===== config.mk =====
export PLATFORM = sky130hd
export DESIGN_NAME = mem_wait_responder
export DESIGN_NICKNAME = d
export VERILOG_FILES = /design/src/rtl/mem_wait_responder.sv
export SDC_FILE = /design/constraint.sdc
export NUM_CORES = 2
export LEC_CHECK = 0
export CAP_MARGIN = 5
export CORE_ASPECT_RATIO = 1.25
export CORE_UTILIZATION = 52
export CTS_CLUSTER_SIZE = 28
export DETAILED_ROUTE_END_ITERATION = 8
export PLACE_DENSITY_LB_ADDON = 0.1
export SETUP_SLACK_MARGIN = 0.05
export SLEW_MARGIN = 20
export SYNTH_ARGS = -nofsm -noshare
export SYNTH_HDL_FRONTEND = slang
export SYNTH_SLANG_ARGS = --single-unit

===== constraint.sdc =====
create_clock -name clk -period 2.4 [get_ports clk]
set_input_delay 0.48 -clock clk [delete_from_list [all_inputs] [get_ports clk]]
set_output_delay 0.48 -clock clk [all_outputs]
set_load 0.02 [all_outputs]

===== src/rtl/mem_wait_responder.sv =====
// Single-port RAM slave for a valid/ready core bus that inserts bounded wait states.
// Each transaction runs IDLE -> WAIT -> RESP -> DRAIN; a mid-transaction request change sets a sticky flag.
module mem_wait_responder #(
  parameter int unsigned ADDR_BITS = 6,
  parameter int unsigned MAX_WAIT  = 4
) (
  input  logic        clk,
  input  logic        resetn,
  input  logic        mem_valid,
  input  logic        mem_instr,
  input  logic [31:0] mem_addr,
  input  logic [31:0] mem_wdata,
  input  logic [3:0]  mem_wstrb,
  input  logic        wait_req,
  output logic        mem_ready,
  output logic [31:0] mem_rdata,
  output logic        bus_err,
  output logic        proto_err,
  output logic [2:0]  last_wait
);

  localparam int unsigned DEPTH = 1 << ADDR_BITS;
  localparam int unsigned CW    = 3;

  localparam logic [1:0] S_IDLE  = 2'd0;
  localparam logic [1:0] S_WAIT  = 2'd1;
  localparam logic [1:0] S_RESP  = 2'd2;
  localparam logic [1:0] S_DRAIN = 2'd3;

  logic [1:0]           r_state;
  logic [1:0]           w_state_nxt;
  logic [CW-1:0]        r_cnt;
  logic [CW-1:0]        w_cnt_nxt;
  logic [31:0]          r_addr;
  logic [31:0]          r_wdata;
  logic [3:0]           r_wstrb;
  logic [31:0]          r_mem [0:DEPTH-1];

  logic                 w_in_range;
  logic [ADDR_BITS-1:0] w_idx;
  logic                 w_stall;
  logic                 w_enter_resp;
  logic                 w_viol;
  logic                 w_unused;

  // The fetch/data distinction carries no meaning for this slave.
  assign w_unused = &{1'b0, mem_instr};

  assign w_in_range   = (r_addr >> (ADDR_BITS + 2)) == 32'd0;
  assign w_idx        = r_addr[ADDR_BITS+1:2];
  assign w_stall      = wait_req && (r_cnt < CW'(MAX_WAIT));
  assign w_enter_resp = (r_state == S_WAIT) && !w_stall;
  assign w_viol       = (r_state == S_WAIT) &&
                        (!mem_valid || (mem_addr != r_addr) ||
                         (mem_wdata != r_wdata) || (mem_wstrb != r_wstrb));

  // Next-state and wait counter
  always_comb begin
    w_state_nxt = r_state;
    w_cnt_nxt   = r_cnt;
    case (r_state)
      S_IDLE: begin
        if (mem_valid) begin
          w_state_nxt = S_WAIT;
          w_cnt_nxt   = '0;
        end
      end
      S_WAIT: begin
        if (w_stall) begin
          w_cnt_nxt = r_cnt + CW'(1);
        end else begin
          w_state_nxt = S_RESP;
        end
      end
      S_RESP:  w_state_nxt = S_DRAIN;
      S_DRAIN: w_state_nxt = S_IDLE;
      default: w_state_nxt = S_IDLE;
    endcase
  end

  always_ff @(posedge clk or negedge resetn) begin
    if (!resetn) begin
      r_state <= S_IDLE;
      r_cnt   <= '0;
    end else begin
      r_state <= w_state_nxt;
      r_cnt   <= w_cnt_nxt;
    end
  end

  // Request snapshot taken on acceptance; the transaction completes from it.
  always_ff @(posedge clk or negedge resetn) begin
    if (!resetn) begin
      r_addr  <= '0;
      r_wdata <= '0;
      r_wstrb <= '0;
    end else if ((r_state == S_IDLE) && mem_valid) begin
      r_addr  <= mem_addr;
      r_wdata <= mem_wdata;
      r_wstrb <= mem_wstrb;
    end
  end

  // Response outputs are loaded on the WAIT->RESP edge and live for the RESP cycle only.
  always_ff @(posedge clk or negedge resetn) begin
    if (!resetn) begin
      mem_ready <= 1'b0;
      mem_rdata <= '0;
      bus_err   <= 1'b0;
      proto_err <= 1'b0;
      last_wait <= '0;
    end else begin
      mem_ready <= w_enter_resp;
      bus_err   <= w_enter_resp && !w_in_range;
      mem_rdata <= (w_enter_resp && w_in_range && (r_wstrb == 4'd0)) ? r_mem[w_idx] : 32'd0;
      proto_err <= proto_err || w_viol;
      if (w_enter_resp) begin
        last_wait <= r_cnt;
      end
    end
  end

  // RAM is never reset; reset forces IDLE asynchronously so no write can commit afterwards.
  always_ff @(posedge clk) begin
    if (w_enter_resp && w_in_range) begin
      for (int i = 0; i < 4; i++) begin
        if (r_wstrb[i]) begin
          r_mem[w_idx][8*i +: 8] <= r_wdata[8*i +: 8];
        end
      end
    end
  end

endmodule

### Yosys cells after proc, flatten, opt, wreduce, memory -nomap -nowiden

Memories as Yosys holds them, arrays and structs flattened.
Index checks and enable logic that the tools add are counted.
W data, S select, Z words.

* bits in registers: 111
* bits in writable memories: 2048
* bits of input ports: 73
* output and inout bits: 38
* logic and storage cells: 61
* memories kept: 1

* add/subtract/negate cells: 1
* order comparisons: 1
* equality and inequality tests: 9
* mux-type cells: 19
* reduce and logical (&&, ||, !) cells: 20

Memory list
* r_mem: depth 64, bits a word 32, rd ports 1, clocked after Yosys merged registers in 0, write ports 1, line 37 `logic [31:0] r_mem [0:DEPTH-1];`

Operator list (number)
* $ne A32 B32 Y1: 2
* $logic_not A32 Y1: 1
* $mux W32: 1
* $mux W1: 12
* $pmux W2 S4: 1
* $logic_and A1 B1 Y1: 7
* $mux W3: 2
* $ne A2 B2 Y1 const B: 3
* $pmux W3 S2: 1
* $eq A2 B2 Y1 const B: 2
* $logic_not A4 Y1: 1
* $logic_or A1 B1 Y1: 4
* $mux W2: 2
* $ne A4 B4 Y1: 1
* $add A3 B1 Y3 const B: 1
* $logic_not A1 Y1: 3
* $lt A3 B3 Y1 const B: 1
* $reduce_and A3 Y1: 1
* $eq A2 B1 Y1 const B: 1
* $logic_not A2 Y1: 1
* $reduce_and A2 Y1: 1
* $reduce_bool A2 Y1: 1

### Depth between registers and ports, before layout

* word-level depth: 7
* depth in mapped cells: 11
* depth with buffers taken out: 7

### Worst setup path before layout

Ideal clock, no wire load.

* path kind: register to register
* start: register r_addr[4]
* end: memory r_mem[59][0], enable pin
* setup time: 0.370 ns
* arrival: 2.179 ns
* required time: 2.030 ns
* slack: -0.149 ns
* cell stages (with the launch flop): 10
* buffers on the path: 6
* clock period less this slack: 2.549 ns
* path through: dfrtp_1 buf_4 buf_6 buf_6 buf_4 buf_4 buf_2 nor2_1 nand2_1 nor2_1

RTL lines
* from (decl): line 34 `logic [31:0] r_addr;`
* from (signal assigned): line 98 `r_addr <= mem_addr;`
* to (decl): line 37

Straight into the memory's write port.

### Worst setup path after layout

* start: register r_addr[2]
* end: register mem_rdata[30]

* word-level cells in the longest chain between the ends: 2

Ends and longest elaborated chain
* $mem_v2 Z64 W32
* $mux W32: line 115 `mem_rdata <= (w_enter_resp && w_in_range && (r_wstrb == 4'd0)) ? r_mem[w_idx] : 32'd0;`
* to (signal assigned): line 115
* to (decl): line 16 `output logic [31:0] mem_rdata,`

No other way between the ends.
A chain may end at the register's enable or synchronous reset.

==> summary.txt <==
Detailed Place HPWL: 190000 um
Final Util: 66.9%
Area Overhead vs Synth: 27.8%
Worst-path clk slew: 60 ps
Pre-CTS setup slack: -657 ps
Mapped Avg Cell Area: 18.0 um2
Root Driver: clkbuf_16
Synth Warn #: 0
Pleak: 36.3 nW
Pins Over Slew Limit: 0
GRT Total Usage: 35.2%
Clock sinks: 2159
Largest net degree at the start of global routing: 66
Met2 WL: 134000 um
Unrepaired setup endpoints after global routing: yes
Met3 WL: 33300 um
Vias/cell: 6.53
Setup violations, final: 1987
TritonCTS Buffers: 199
Placed insts: 7628
Final Cycle Share: 113%
Total grt overflow: 0
Net count of the mapped netlist: 4786
FP Rows: 165
Post-route ant nets: 0
Required time worst endpoint: 3110 ps
Violated checks: negative setup slack
Max-slew headroom: 36.7%
Die span in y: 453 um
IO Count: 111
VDD IR-drop max: 1.38 mV
Initial antenna violation count: 11
Drt pass-1 iters: 8
Synth Flop Type: edfxtp_1
Die area: 164000 um2
Most frequent cells in the layout: edfxtp_1 (2048), buf_4 (698), o22ai_1 (230), clkbuf_16 (230), buf_12 (202)
FFs w/ async S/R, synth: 5.14%
Fin crit period: 2720 ps
WL/cell: 36.0 um
Synth Cell Area: 84500 um2
Skew final: 35.2 ps
Vias: 53400
Remaining DRCs: 0
Core area: 162000 um2
Finished Layout Cells: 8174
Number of distinct library cells after synthesis: 77
Post-synthesis sequential area ratio: 76.0%
Met1 WL: 106000 um
Vias in the first global route: 51200
Crit-path max FO: 6
Mapped Cells: 4708
Final hold vios: 0
Status: complete, but fails checks
Critical path startpoint category: register
Hold Crit Class: input pin to async pin
FF+latch count, synth: 2159
Critical path capture point type: register
Leading area contributor after synthesis: edfxtp_1
Initial core utilization: 52.3%
Clock buffer depth: 3
Uppermost routed layer: met5
Routability Congestion: 0.976
Worst Max-Slew Pin Slew: 949 ps
Fmax: 368 MHz
Power Density: 1240 nW/um2
Count of port buffers added during placement: 109
# nets final: 5911
Worst Path Arrival: 3430 ps
Number of enable flip-flop cells after synthesis: 2048
Max-cap viol count: 0
Die Width: 363 um
Post-synth top area share: 72.7%
Max H-tree Level: 4
Worst-Skew Late Latency: 890 ps
Final WS setup: -319 ps
Final wirelength: 294000 um
Top area cells in the synthesized netlist: edfxtp_1 (73%), mux4_2 (5.3%), dfrtp_1 (3.3%)
WS Path Type: register to register
CTS tree: yes
Share of layout cells above drive strength 1: 37.3%
First-pass GRT wire length: 398000 um
Most common cell after layout, fill and taps aside: edfxtp_1
Iteration-0 DRC Markers: 7884
-- state kept, by name, indices dropped and copies added, names as in the netlist, 2 cells and up --
| signal | flops |
|---|---|
| r_mem | 2048 |
| mem_rdata | 32 |
| r_addr | 32 |
| r_wdata | 32 |
| r_wstrb | 4 |
| last_wait | 3 |
| r_cnt | 3 |
| r_state | 2 |
-- synth_stat cells (15+ instances only) --
library cell and count:
edfxtp_1 2048, nor2_1 375, o22ai_1 255, nand2_1 211
mux4_2 198, mux2_2 185, mux2i_1 163, o221ai_1 144
dfrtp_1 111, a21oi_1 98, buf_2 95, clkbuf_1 93
o21ai_0 58, mux2_1 56, buf_4 51, a221oi_1 37
a22oi_1 37, o21ai_1 37, xnor2_1 33, a2bb2oi_1 32
buf_6 32, nor4_1 24, buf_1 23, xor2_1 23
a211oi_1 21, nand3_1 21, inv_1 19, a22o_1 17
nor2b_1 16, nor3_1 15
-- repair_timing --
item | in CTS | in global routing
setup buffers | 40 | 93
cloned | 21 | 24
endpoints found under the hold margin | 86 | 0
pin swaps | 51 | 124
resized for setup | 283 | 409
hold buffers | 1 | 0
endpoints found under the setup margin | 2079 | 2097
-- final timing paths --
kind,startpoint,end,slack [ps],depth (start not counted)
worst max-delay path,r_addr[2],mem_rdata[30],-320,8
worst min-delay path,resetn,mem_rdata[13],110,2
worst max register to register,r_addr[2],mem_rdata[30],-320,8
worst min register to register,last_wait[2],last_wait[2],510,1
max in group asynchronous,resetn,r_wdata[30],1470,3
min in group clk,mem_wdata[9],r_wdata[9],270,3
-- cell families (layout without fill, tap and decap cells) --
family,Yosys count,count (layout),synth area share (%)
flops,2159,2159,76.0
compound gates,834,834,6.97
simple gates,726,726,3.71
mux,602,602,10.4
buf+inv,326,1617,2.22
xor+xnor,56,56,0.580
fa+ha+maj,5,5,0.0740
other cells,0,4,0
-- report_power, final --
group          switching, mW  total (mW)  internal [mW]  leakage (nW)
sequential             0.681        48.0           47.3          19.8
combinational           33.3        54.8           21.4          13.3
clock                   13.8        31.5           17.6          3.13
total                   47.9         134           86.3          36.3
-- through the flow --
step / power, mW / hold slack, ps / setup TNS, ps / instance area (um2)
after detailed placement: 94.7 / 430 / -688000 / 96300
final: 134 / 109 / -285860 / 108000
after global placement: 94.3 / 428 / -673970 / 96300
after CTS: 129 / 78.3 / -163510 / 105000
after global routing: 137 / 95.3 / -411190 / 108000
after floorplan: 71.2 / 184 / -59610 / 84900
-- final cells by class --
type,count,area (um2)
Sequential cell,2159,64300
Clock buffer,275,5540
Clock inverter,92,863
Fill cell,10900,53600
Multi-Input combinational cell,2223,20600
Timing Repair Buffer,1227,13900
Tap cell,2171,2720
Inverter,23,97.6
Antenna cell,4,10.0
-- worst max-delay path: stages (launching register included) --
cell	delay, ps
dfrtp_4	510
buf_12	200
buf_16	150
buf_4	200
buf_4	160
mux4_2	480
nor2_1	200
o21ai_1	110
o41a_1	530
-- metal layers --
| layer | vias up | track usage (%) |
|---|---|---|
| li1 | 21400 | - |
| met1 | 27400 | 46.9 |
| met2 | 3766 | 53.2 |
| met3 | 848 | 8.06 |
| met4 | 4 | 21.0 |
| met5 | - | 0 |
Note: power is estimated with default switching activity, not from simulation.
